<file path="src/rtl/line_drawer_if.sv">
// rtl/line_drawer_if.sv - host register bus and pixel write stream bundle for line_drawer_engine
interface line_drawer_if #(
    parameter int X_W     = 9,
    parameter int Y_W     = 8,
    parameter int COLOR_W = 24
);
    logic [2:0]         avs_address;
    logic               avs_read;
    logic               avs_write;
    logic [31:0]        avs_writedata;
    logic [31:0]        avs_readdata;
    logic               avs_waitrequest;
    logic               px_valid;
    logic               px_ready;
    logic [X_W-1:0]     px_x;
    logic [Y_W-1:0]     px_y;
    logic [COLOR_W-1:0] px_color;

    modport slave (
        input  avs_address, avs_read, avs_write, avs_writedata, px_ready,
        output avs_readdata, avs_waitrequest, px_valid, px_x, px_y, px_color
    );

    modport master (
        output avs_address, avs_read, avs_write, avs_writedata, px_ready,
        input  avs_readdata, avs_waitrequest, px_valid, px_x, px_y, px_color
    );
endinterface

</file>
<file path="src/rtl/line_drawer_engine.sv">
// rtl/line_drawer_engine.sv - register-driven Bresenham line / filled rectangle rasteriser with clipping
module line_drawer_engine #(
    parameter int X_W     = 9,
    parameter int Y_W     = 8,
    parameter int COLOR_W = 24,
    parameter int H_RES   = 320,
    parameter int V_RES   = 240
) (
    input  logic         clk,
    input  logic         reset,
    line_drawer_if.slave bus
);
    localparam int E_W = ((X_W > Y_W) ? X_W : Y_W) + 2;

    typedef enum logic [1:0] {S_IDLE, S_SETUP, S_DRAW} state_t;

    state_t              r_state;
    logic                r_mode, r_shape, r_go_held;
    logic [X_W-1:0]      r_sx, r_ex;
    logic [Y_W-1:0]      r_sy, r_ey;
    logic [COLOR_W-1:0]  r_color, r_wcolor;
    logic [31:0]         r_count;
    logic                r_wshape, r_xdec, r_ydec;
    logic [X_W-1:0]      r_cur_x, r_end_x, r_xmin;
    logic [Y_W-1:0]      r_cur_y, r_end_y;
    logic signed [E_W-1:0] r_dx, r_dy, r_err;

    logic                w_busy, w_go_wr, w_wait, w_wr_ok, w_go_start;
    logic                w_clip, w_retire, w_last, w_stepx, w_stepy;
    logic signed [E_W-1:0] w_e2, w_err_nx, w_adx, w_ady;
    logic [X_W-1:0]      w_ux, w_xmin, w_xmax;
    logic [Y_W-1:0]      w_uy, w_ymin, w_ymax;
    logic [31:0]         w_rdata;
    logic                w_unused;

    assign w_busy  = (r_state != S_IDLE);
    assign w_go_wr = bus.avs_write && (bus.avs_address == 3'd2);
    // A stalled GO starts the op immediately but is only acknowledged once the op is done
    assign w_wait  = !reset && !r_mode && (bus.avs_read || bus.avs_write)
                     && (w_busy || (w_go_wr && !r_go_held));
    assign w_wr_ok    = bus.avs_write && !w_wait;
    assign w_go_start = (r_state == S_IDLE) && w_go_wr && (r_mode || !r_go_held);

    assign w_clip   = (int'(r_cur_x) >= H_RES) || (int'(r_cur_y) >= V_RES);
    assign w_retire = (r_state == S_DRAW) && (w_clip || bus.px_ready);
    assign w_last   = (r_cur_x == r_end_x) && (r_cur_y == r_end_y);

    assign w_e2     = r_err <<< 1;
    assign w_stepx  = (w_e2 >= r_dy);
    assign w_stepy  = (w_e2 <= r_dx);
    assign w_err_nx = r_err + (w_stepx ? r_dy : '0) + (w_stepy ? r_dx : '0);

    assign w_ux   = (r_ex >= r_sx) ? r_ex - r_sx : r_sx - r_ex;
    assign w_uy   = (r_ey >= r_sy) ? r_ey - r_sy : r_sy - r_ey;
    assign w_adx  = $signed({{(E_W-X_W){1'b0}}, w_ux});
    assign w_ady  = $signed({{(E_W-Y_W){1'b0}}, w_uy});
    assign w_xmin = (r_sx < r_ex) ? r_sx : r_ex;
    assign w_xmax = (r_sx < r_ex) ? r_ex : r_sx;
    assign w_ymin = (r_sy < r_ey) ? r_sy : r_ey;
    assign w_ymax = (r_sy < r_ey) ? r_ey : r_sy;

    always_comb begin
        w_rdata = '0;
        case (bus.avs_address)
            3'd0: w_rdata[0] = r_mode;
            3'd1: w_rdata[0] = w_busy;
            3'd3: begin w_rdata[X_W-1:0] = r_sx; w_rdata[16 +: Y_W] = r_sy; end
            3'd4: begin w_rdata[X_W-1:0] = r_ex; w_rdata[16 +: Y_W] = r_ey; end
            3'd5: w_rdata[COLOR_W-1:0] = r_color;
            3'd6: w_rdata[0] = r_shape;
            3'd7: w_rdata = r_count;
            default: w_rdata = '0;
        endcase
    end

    assign bus.avs_readdata    = w_rdata;
    assign bus.avs_waitrequest = w_wait;
    assign bus.px_valid        = (r_state == S_DRAW) && !w_clip;
    assign bus.px_x            = r_cur_x;
    assign bus.px_y            = r_cur_y;
    assign bus.px_color        = r_wcolor;
    assign w_unused            = &{1'b0, bus.avs_writedata};

    always_ff @(posedge clk) begin
        if (reset) begin
            r_state <= S_IDLE;
            r_mode <= 1'b0; r_shape <= 1'b0; r_go_held <= 1'b0;
            r_sx <= '0; r_ex <= '0; r_sy <= '0; r_ey <= '0;
            r_color <= '0; r_wcolor <= '0; r_count <= '0;
            r_wshape <= 1'b0; r_xdec <= 1'b0; r_ydec <= 1'b0;
            r_cur_x <= '0; r_end_x <= '0; r_xmin <= '0;
            r_cur_y <= '0; r_end_y <= '0;
            r_dx <= '0; r_dy <= '0; r_err <= '0;
        end else begin
            if (w_wr_ok) begin
                case (bus.avs_address)
                    3'd0: r_mode <= bus.avs_writedata[0];
                    3'd3: begin r_sx <= bus.avs_writedata[X_W-1:0]; r_sy <= bus.avs_writedata[16 +: Y_W]; end
                    3'd4: begin r_ex <= bus.avs_writedata[X_W-1:0]; r_ey <= bus.avs_writedata[16 +: Y_W]; end
                    3'd5: r_color <= bus.avs_writedata[COLOR_W-1:0];
                    3'd6: r_shape <= bus.avs_writedata[0];
                    default: ;
                endcase
            end

            if (w_go_start && !r_mode)
                r_go_held <= 1'b1;
            else if (w_go_wr && !w_wait)
                r_go_held <= 1'b0;

            case (r_state)
                S_IDLE: if (w_go_start) r_state <= S_SETUP;
                S_SETUP: begin
                    r_wcolor <= r_color;
                    r_wshape <= r_shape;
                    r_count  <= '0;
                    r_xdec   <= (r_ex < r_sx);
                    r_ydec   <= (r_ey < r_sy);
                    r_dx     <= w_adx;
                    r_dy     <= -w_ady;
                    r_err    <= w_adx - w_ady;
                    if (r_shape) begin
                        r_cur_x <= w_xmin; r_xmin <= w_xmin; r_end_x <= w_xmax;
                        r_cur_y <= w_ymin; r_end_y <= w_ymax;
                    end else begin
                        r_cur_x <= r_sx; r_xmin <= r_sx; r_end_x <= r_ex;
                        r_cur_y <= r_sy; r_end_y <= r_ey;
                    end
                    r_state <= S_DRAW;
                end
                S_DRAW: if (w_retire) begin
                    if (!w_clip && (r_count != 32'hFFFF_FFFF))
                        r_count <= r_count + 32'd1;
                    if (w_last) begin
                        r_state <= S_IDLE;
                    end else if (r_wshape) begin
                        if (r_cur_x == r_end_x) begin
                            r_cur_x <= r_xmin;
                            r_cur_y <= r_cur_y + Y_W'(1);
                        end else begin
                            r_cur_x <= r_cur_x + X_W'(1);
                        end
                    end else begin
                        // Both axis decisions use the same e2 so diagonal steps happen in one cycle
                        if (w_stepx) r_cur_x <= r_xdec ? r_cur_x - X_W'(1) : r_cur_x + X_W'(1);
                        if (w_stepy) r_cur_y <= r_ydec ? r_cur_y - Y_W'(1) : r_cur_y + Y_W'(1);
                        r_err <= w_err_nx;
                    end
                end
                default: r_state <= S_IDLE;
            endcase
        end
    end
endmodule

</file>
<file path="src/flat_wrapper.sv">
// flat-port wrapper written by rule: the top's interface ports become plain ports
module line_drawer_engine_flat 
#(
    parameter int X_W     = 9,
    parameter int Y_W     = 8,
    parameter int COLOR_W = 24,
    parameter int H_RES   = 320,
    parameter int V_RES   = 240
)
  (clk, reset, bus_avs_address, bus_avs_read, bus_avs_write, bus_avs_writedata, bus_px_ready, bus_avs_readdata, bus_avs_waitrequest, bus_px_valid, bus_px_x, bus_px_y, bus_px_color);
  line_drawer_if #(.X_W(X_W), .Y_W(Y_W), .COLOR_W(COLOR_W)) bus_i ();
  input  logic clk;
  input  logic reset;
  input wire logic [$bits(bus_i.avs_address)-1:0] bus_avs_address;
  input wire logic [$bits(bus_i.avs_read)-1:0] bus_avs_read;
  input wire logic [$bits(bus_i.avs_write)-1:0] bus_avs_write;
  input wire logic [$bits(bus_i.avs_writedata)-1:0] bus_avs_writedata;
  input wire logic [$bits(bus_i.px_ready)-1:0] bus_px_ready;
  output wire logic [$bits(bus_i.avs_readdata)-1:0] bus_avs_readdata;
  output wire logic [$bits(bus_i.avs_waitrequest)-1:0] bus_avs_waitrequest;
  output wire logic [$bits(bus_i.px_valid)-1:0] bus_px_valid;
  output wire logic [$bits(bus_i.px_x)-1:0] bus_px_x;
  output wire logic [$bits(bus_i.px_y)-1:0] bus_px_y;
  output wire logic [$bits(bus_i.px_color)-1:0] bus_px_color;
  assign bus_i.avs_address = bus_avs_address;
  assign bus_i.avs_read = bus_avs_read;
  assign bus_i.avs_write = bus_avs_write;
  assign bus_i.avs_writedata = bus_avs_writedata;
  assign bus_i.px_ready = bus_px_ready;
  assign bus_avs_readdata = bus_i.avs_readdata;
  assign bus_avs_waitrequest = bus_i.avs_waitrequest;
  assign bus_px_valid = bus_i.px_valid;
  assign bus_px_x = bus_i.px_x;
  assign bus_px_y = bus_i.px_y;
  assign bus_px_color = bus_i.px_color;
  line_drawer_engine #(.X_W(X_W), .Y_W(Y_W), .COLOR_W(COLOR_W), .H_RES(H_RES), .V_RES(V_RES)) u_core (.clk(clk), .reset(reset), .bus(bus_i));
endmodule
</file>
<file path="config.mk">
export PLATFORM = sky130hd
export DESIGN_NAME = line_drawer_engine_flat
export DESIGN_NICKNAME = d
export VERILOG_FILES = /design/src/rtl/line_drawer_if.sv /design/src/rtl/line_drawer_engine.sv /design/src/flat_wrapper.sv
export SDC_FILE = /design/constraint.sdc
export NUM_CORES = 1
export LEC_CHECK = 0
export CAP_MARGIN = 25
export CORE_MARGIN = 2
export CORE_UTILIZATION = 62
export DETAILED_ROUTE_END_ITERATION = 8
export GPL_TIMING_DRIVEN = 1
export PLACE_DENSITY = 0.89
export SYNTH_ARGS = -nofsm -noshare
export SYNTH_HDL_FRONTEND = slang
export SYNTH_SLANG_ARGS = --single-unit
</file>
<file path="constraint.sdc">
create_clock -name clk -period 12.59 [get_ports clk]
set_clock_uncertainty 0.1 [all_clocks]
set_input_delay 1.8885 -clock clk [delete_from_list [all_inputs] [get_ports clk]]
set_output_delay 1.8885 -clock clk [all_outputs]
set_load 0.05 [all_outputs]
</file>
==> results of run 1 <==
==> power groups by stage <==
stage          Clock [uW]  Combinational, uW  Sequential [uW]
2_1_floorplan           0                205              647
3_3_place_gp            0                266              649
3_5_place_dp            0                277              650
4_1_cts               579                280              635
5_1_grt               604                316              637
6_report              578                289              636
==> metrics by stage <==
step | hold WS [ps] | power [uW] | utilization [%]
after CTS | 360 | 1490 | 72.5
after global placement | 340 | 916 | 69.0
after floorplan | 332 | 852 | -
final | 362 | 1500 | 72.9
after detailed placement | 347 | 927 | 69.2
after global routing | 376 | 1560 | 72.9
==> registers in the layout, indices dropped and copies added, names as in the netlist, 2 cells and up <==
name                 cells
u_core.bus.px_x          9
u_core.r_err            10
u_core.r_count          32
u_core.r_state           2
u_core.r_ex              9
u_core.r_end_y           8
u_core.r_color          24
u_core.r_end_x           9
u_core.r_sx              9
u_core.bus.px_y          8
u_core.r_dy             11
u_core.r_xmin            9
u_core.bus.px_color     24
u_core.r_dx              9
u_core.r_sy              8
u_core.r_ey              8
==> logic make-up after synthesis <==
group,share of synthesized area [%]
fa+ha+maj,10.2
buf+inv,6.28
simple gates,20.7
xor+xnor,6.52
mux,3.39
compound gates,21.1
flops,31.7
==> how the worst max path moves through the flow <==
stage / startpoint / endpoint / slack (ps) / depth (start not counted)
finish: bus_avs_address[0] / bus_avs_readdata[5] / 6180 / 6
CTS: bus_avs_address[0] / bus_avs_readdata[5] / 5780 / 5
detailed placement: bus_avs_address[0] / bus_avs_readdata[5] / 5820 / 5
global placement: bus_avs_address[1] / bus_avs_readdata[5] / 5860 / 5
global route: bus_avs_address[0] / bus_avs_readdata[5] / 6150 / 6
floorplan: bus_avs_address[2] / bus_avs_readdata[1] / 7090 / 4
==> cell type report <==
cell class / count / area [sq um]
fillers: 1428 / 5280
inverters: 106 / 398
multi-input cells: 1180 / 7650
flip-flops and latches: 195 / 3900
repair buffers: 124 / 1280
clock inverters: 14 / 190
well taps: 265 / 332
clock buffers: 18 / 439
==> cell usage in the layout (no fill, tap or decap), types with 6 or more instances in the layout <==
master,instances
o21a_1,9
nor4_1,8
a211oi_1,54
a221o_1,16
a21oi_1,160
xnor2_1,36
a22o_1,23
a21o_1,7
xor2_1,50
nor2_1,135
inv_1,105
dfxtp_1,195
fa_1,15
mux2i_1,36
a31oi_1,11
nand4_1,11
and3_1,17
clkdlybuf4s50_1,105
o21bai_1,10
nor3_1,20
and2_1,23
buf_4,14
nor2b_1,15
ha_1,76
nand3_1,28
and4_1,9
a211o_1,6
clkbuf_16,17
nand2_1,260
o21ai_1,22
o21ai_0,30
==> critical path, stage by stage <==
cell and delay [ps]:
clkdlybuf4s50_1 680, and3_1 440, buf_16 220, a22o_1 220, a221o_1 170, clkdlybuf4s50_1 810
==> metal layers <==
metal / up-vias / share of wire [%] / track usage, %
met2: 575 / 48 / 55.8
met1: 5592 / 39 / 40.8
met3: 118 / 9.3 / 7.04
met5: - / 0 / 0
li1: 5539 / - / -
met4: 0 / 3.8 / 15.7
==> summary.md, run 1 <==
| Metric | Value |
|---|---|
| Worst r2r src | `u_core.r_dx[7]` |
| Vias per cell | `6.22` |
| Synthesized Nets | `1709` |
| Clock root cell | `clkbuf_16` |
| Req. time, crit path | `10600 ps` |
| Final worst path period share | `50.9%` |
| Psw | `483 uW` |
| Initial Util | `63.2%` |
| Slew HR | `33.4%` |
| Switching Share | `approximately a third` |
| Max cap viols | `0` |
| Final net count | `1755` |
| Final WL | `34900 um` |
| Yosys cell types | `76` |
| Int Power | `1020 uW` |
| Die ar. | `21000 sq um` |
| Outcome | `finished clean` |
| Flop-to-flop setup slack | `around 7600 ps` |
| TNS Setup | `0 ps` |
| Worst-Margin Slew | `~1000 ps` |
| Asr flop ratio synth | `0%` |
| Combinational fraction of design power | `19.3%` |
| Routed length per placed instance | `18.3 um` |
| # rows | `51` |
| Most frequent cell after synthesis | `nand2_1` |
| Inst Count DP | `roughly 1900` |
| Pin count of the biggest net entering global routing | `83` |
| Total gr overflow | `0` |
| GP Congestion | `0.965` |
| All-Layer GR Usage | `33.3%` |
| Hold_buf cts | `0` |
| Pre-CTS setup slack | `5820 ps` |
| RR Endpoint | `u_core.r_err[9]` |
| Antenna violations before repair | `0` |
| Synthesized instance count | `1578` |
| Sink Count | `slightly below 200` |
| Clock Power Share | `about two fifths` |
| Static leakage | `roughly 0.0053 uW` |
| Max Slew Vio Count | `0` |
| Sequential fraction of the synthesis area | `31.7%` |
| Die Ht | `145 um` |
| Startpoint Class | `input port` |
| CTS Buffer Depth | `2` |
| Placed inst area | `13500 sq um` |
| Top cells by count, synth | `nand2_1, dfxtp_1, a21oi_1` |
| Final Hold Viols | `0` |
| Via count | `11824` |
| FF-to-FF path depth | `20` |
| Final worst slack | `6180 ps` |
| Post-route cell area | `roughly 14000 sq um` |
| Min-delay src | `u_core.bus.px_color[18]` |
| Routed Antenna Nets | `0` |
| Final setup fails | `0` |
| Tmin final | `6410 ps` |
| Worst Path Arrival | `4420 ps` |
| Global-route wire length before repair | `55100 um` |
| Worst setup EP type | `output pin` |
| Register bit total from synthesis | `195` |
| # DRC | `0` |
| Hold path cells | `2` |
| 1st-pass router iterations | `5` |
| Clock latency on the worst-skew pair | `460 ps` |
| CTS Buf Count | `17` |
| Layout area overhead | `15.4%` |
| CORE AREA | `roughly 20000 sq um` |
| Power density over cell area | `106 nW/um^2` |
| IO buf count | `106` |
| CTS tree | `built` |
| Post-DP HPWL | `approximately 24000 um` |
| Setup bufs post-CTS | `0` |
| Crit Path Max Fanout | `27` |
| Main synth FF type | `dfxtp_1` |
| Syn Std Cell Area | `12300 sq um` |
| Cts repair resizes | `0` |
| Clock Pin Slew Worst Setup and Hold Paths | `90 ps` |
| Reg power frac | `42.3%` |
| Share of post-route cells with drive strength above 1 | `4.70%` |
| F_max | `about 160 MHz` |
| Vias in the first global route | `approximately 11000` |
| Non-Filler Instances | `between 1500 and 2000` |
| Post-synth top area cell | `dfxtp_1` |
| IO Pins | `115` |
| Avg Inst Size Synth | `a little under 8 sq um` |
| Yosys top cell area share | `31.7%` |
| Hold Path Sink | `u_core.bus.px_color[18]` |
| Drt initial violations | `1068` |
| Number of synthesized flops with an enable pin | `0` |
| CP Class | `input port to output pin` |
| Most area-consuming cells after synthesis | `dfxtp_1, nand2_1, ha_1, a21oi_1, nor2_1` |
| RSZ-0062 raised after global routing | `no` |
| Ys Warns | `0` |
| Hold crit path type | `flip-flop to flip-flop` |
| VDD IR max | `0.000113 V` |
| H-tree depth | `4` |
| Die Wd | `145 um` |
| Antenna cell count | `0` |
Note: power is estimated with default switching activity, not from simulation.
==> run 2, diff against run 1 <==
CORE_UTILIZATION = 53   (was 62)
PLACE_DENSITY = 0.82   (was 0.89)
clock period = 5.3 ns   (was 12.59 ns; I/O delays follow)
==> summary.md, run 2 (synthesis results as in run 1) <==
| Metric | Value |
|---|---|
| Worst Path Arrival | `5190 ps (+770 ps)` |
| Inst Count DP | `1891 (+1.3%)` |
| Reg with most FFs | `u_core.r_count` |
| Final setup fails | `0 (unchanged)` |
| Routed Antenna Nets | `0 (unchanged)` |
| Final net count | `1757 (+0.11%)` |
| Total gr overflow | `0 (unchanged)` |
| Post-DP HPWL | `24700 um (+1.5%)` |
| Antenna cell count | `0 (unchanged)` |
| Cts repair resizes | `0 (unchanged)` |
| Max cap viols | `0 (unchanged)` |
| Pin count of the biggest net entering global routing | `95 (+14%)` |
| Max FFs per register | `32 (unchanged)` |
| GP Congestion | `0.923 (-4.3%)` |
| Final worst path period share | `93.5%` |
| Global-route wire length before repair | `54900 um (-0.39%)` |
| Drt initial violations | `940 (-12%)` |
| # rows | `55 (+7.8%)` |
| Hold Path Sink | `u_core.bus.px_color[21]` |
| Hold_buf cts | `0 (unchanged)` |
| VDD IR max | `0.000196 V (+73%)` |
| Most common cell after layout, fill and taps aside | `nand2_1` |
| CTS Buffer Depth | `2 (unchanged)` |
| Sink Count | `195 (unchanged)` |
| Antenna violations before repair | `0 (unchanged)` |
| RSZ-0062 raised after global routing | `no` |
| Tmin final | `4960 ps` |
| Worst setup EP type | `flip-flop` |
| Die Ht | `156 um (+7.9%)` |
| Min-delay src | `u_core.bus.px_color[21]` |
| Share of post-route cells with drive strength above 1 | `4.94% (+0.24 points)` |
| Final Hold Viols | `0 (unchanged)` |
| 1st-pass router iterations | `9 (+4)` |
| IO buf count | `106 (unchanged)` |
| Vias per cell | `6.01 (-3.3%)` |
| Max Slew Vio Count | `0 (unchanged)` |
| H-tree depth | `4 (unchanged)` |
| Final WL | `34300 um (-1.6%)` |
| Worst r2r src | `u_core.r_err[0]` |
| Hold crit path type | `flip-flop to flip-flop` |
| Die Wd | `156 um (+7.9%)` |
| Die ar. | `24400 sq um (+16%)` |
| CP Class | `flip-flop to flip-flop` |
| TNS Setup | `0 ps (unchanged)` |
| Layout area overhead | `15.2%` |
| Hold path cells | `2 (unchanged)` |
| Filler cells | `1927 (+35%)` |
| Crit Path Max Fanout | `8 (-70%)` |
| Static leakage | `0.00527 uW (-0.25%)` |
| Initial Util | `54.1% (-9.0 points)` |
| All-Layer GR Usage | `27.8% (-5.5 points)` |
| Startpoint Class | `flip-flop` |
| Req. time, crit path | `5530 ps (-5070 ps)` |
| Clock Pin Slew Worst Setup and Hold Paths | `80 ps (about the same)` |
| F_max | `202 MHz` |
| Power density over cell area | `250 nW/um^2 (+140%)` |
| Setup bufs post-CTS | `0 (unchanged)` |
| Via count | `11562 (-2.2%)` |
| Slew HR | `27.8% (-5.6 points)` |
| Clock root cell | `clkbuf_16` |
| Outcome | `finished clean` |
| Flop-to-flop setup slack | `340 ps (-7230 ps)` |
| Clock latency on the worst-skew pair | `450 ps (about the same)` |
| # DRC | `0 (unchanged)` |
| FF-to-FF path depth | `22 (+10%)` |
| IO Pins | `115 (unchanged)` |
| CTS Buf Count | `17 (unchanged)` |
| CTS tree | `built` |
| Routed length per placed instance | `17.8 um (-2.7%)` |
| CORE AREA | `22700 sq um (+17%)` |
| Non-Filler Instances | `1924 (+1.2%)` |
| Vias in the first global route | `10815 (-2.4%)` |
| RR Endpoint | `u_core.r_err[9]` |
| Worst-Margin Slew | `1080 ps (+86.8 ps)` |
| Most frequent cells in the layout | `nand2_1, dfxtp_1, a21oi_1, nor2_1` |
==> run 2: through the flow <==
stage          cell area, sq um  utilization, %  worst slack (ps)  total power [uW]  hold slack [ps]
3_5_place_dp              13500            59.5               222              2190              349
4_1_cts                   14100            62.3               220              3540              360
3_3_place_gp              13500            59.5               528              2180              345
6_report                  14200            62.4               344              3540              356
2_1_floorplan             12300               -               878              2020              332
5_1_grt                   14200            62.4              46.3              3670              373
==> run 2: per-layer routing <==
| metal | wire (um) | track usage [%] |
|---|---|---|
| met1 | 14600 | 35.9 |
| met2 | 16500 | 47.2 |
| met3 | 2240 | 4.13 |
| met4 | 1010 | 10.1 |
| met5 | 0 | 0 |
==> run 2: worst max path at each step <==
stage / start / endpoint / slack [ps] / depth (start not counted)
finish: u_core.r_err[0] / u_core.r_err[9] / 340 / 22
global route: u_core.r_err[0] / u_core.r_err[9] / 50 / 22
CTS: u_core.r_err[0] / u_core.r_err[9] / 220 / 22
detailed placement: u_core.r_err[0] / u_core.r_err[9] / 220 / 22
global placement: u_core.r_dx[7] / u_core.r_err[9] / 530 / 20
floorplan: u_core.r_err[0] / u_core.r_err[9] / 880 / 22
==> run 2: final cells by class <==
cell class / instances / area (sq um) / area share [%]
Inverter: 106 / 398 / 2.81
Clock buffer: 18 / 439 / 3.10
Clock inverter: 14 / 195 / 1.38
Sequential cell: 195 / 3900 / 27.6
Tap cell: 285 / 357 / 2.52
Timing Repair Buffer: 126 / 1220 / 8.59
Multi-Input combinational cell: 1180 / 7650 / 54.0
==> run 2: where the power goes <==
group	total (uW)	internal (uW)	leakage, uW	switching [uW]
combinational	673	267	0.00339	405
clock	1360	666	0.000305	695
sequential	1510	1480	0.00157	24.5
==> run 2: worst max-delay path, cell delays in order, from the launching register on <==
cell and delay (ps):
dfxtp_1 420, ha_1 260, nor2b_1 150, o21a_1 170, o21a_1 160, o21ai_1 150
a21oi_1 110, or2_1 260, nand2_2 160, nand2_1 110, fa_1 510, inv_1 40
ha_1 210, fa_1 410, a21o_1 190, a21oi_2 210, nor2b_1 70, o21a_1 180
nor4_1 220, nor3_1 120, xnor2_1 260, xnor2_1 110, a211o_1 250
==> run 3, diff against run 2 <==
SKIP_CTS_REPAIR_TIMING = 1   (was not set)
==> results of run 3 <==
The final DEF is identical to that of run 2; final timing and power are the same.
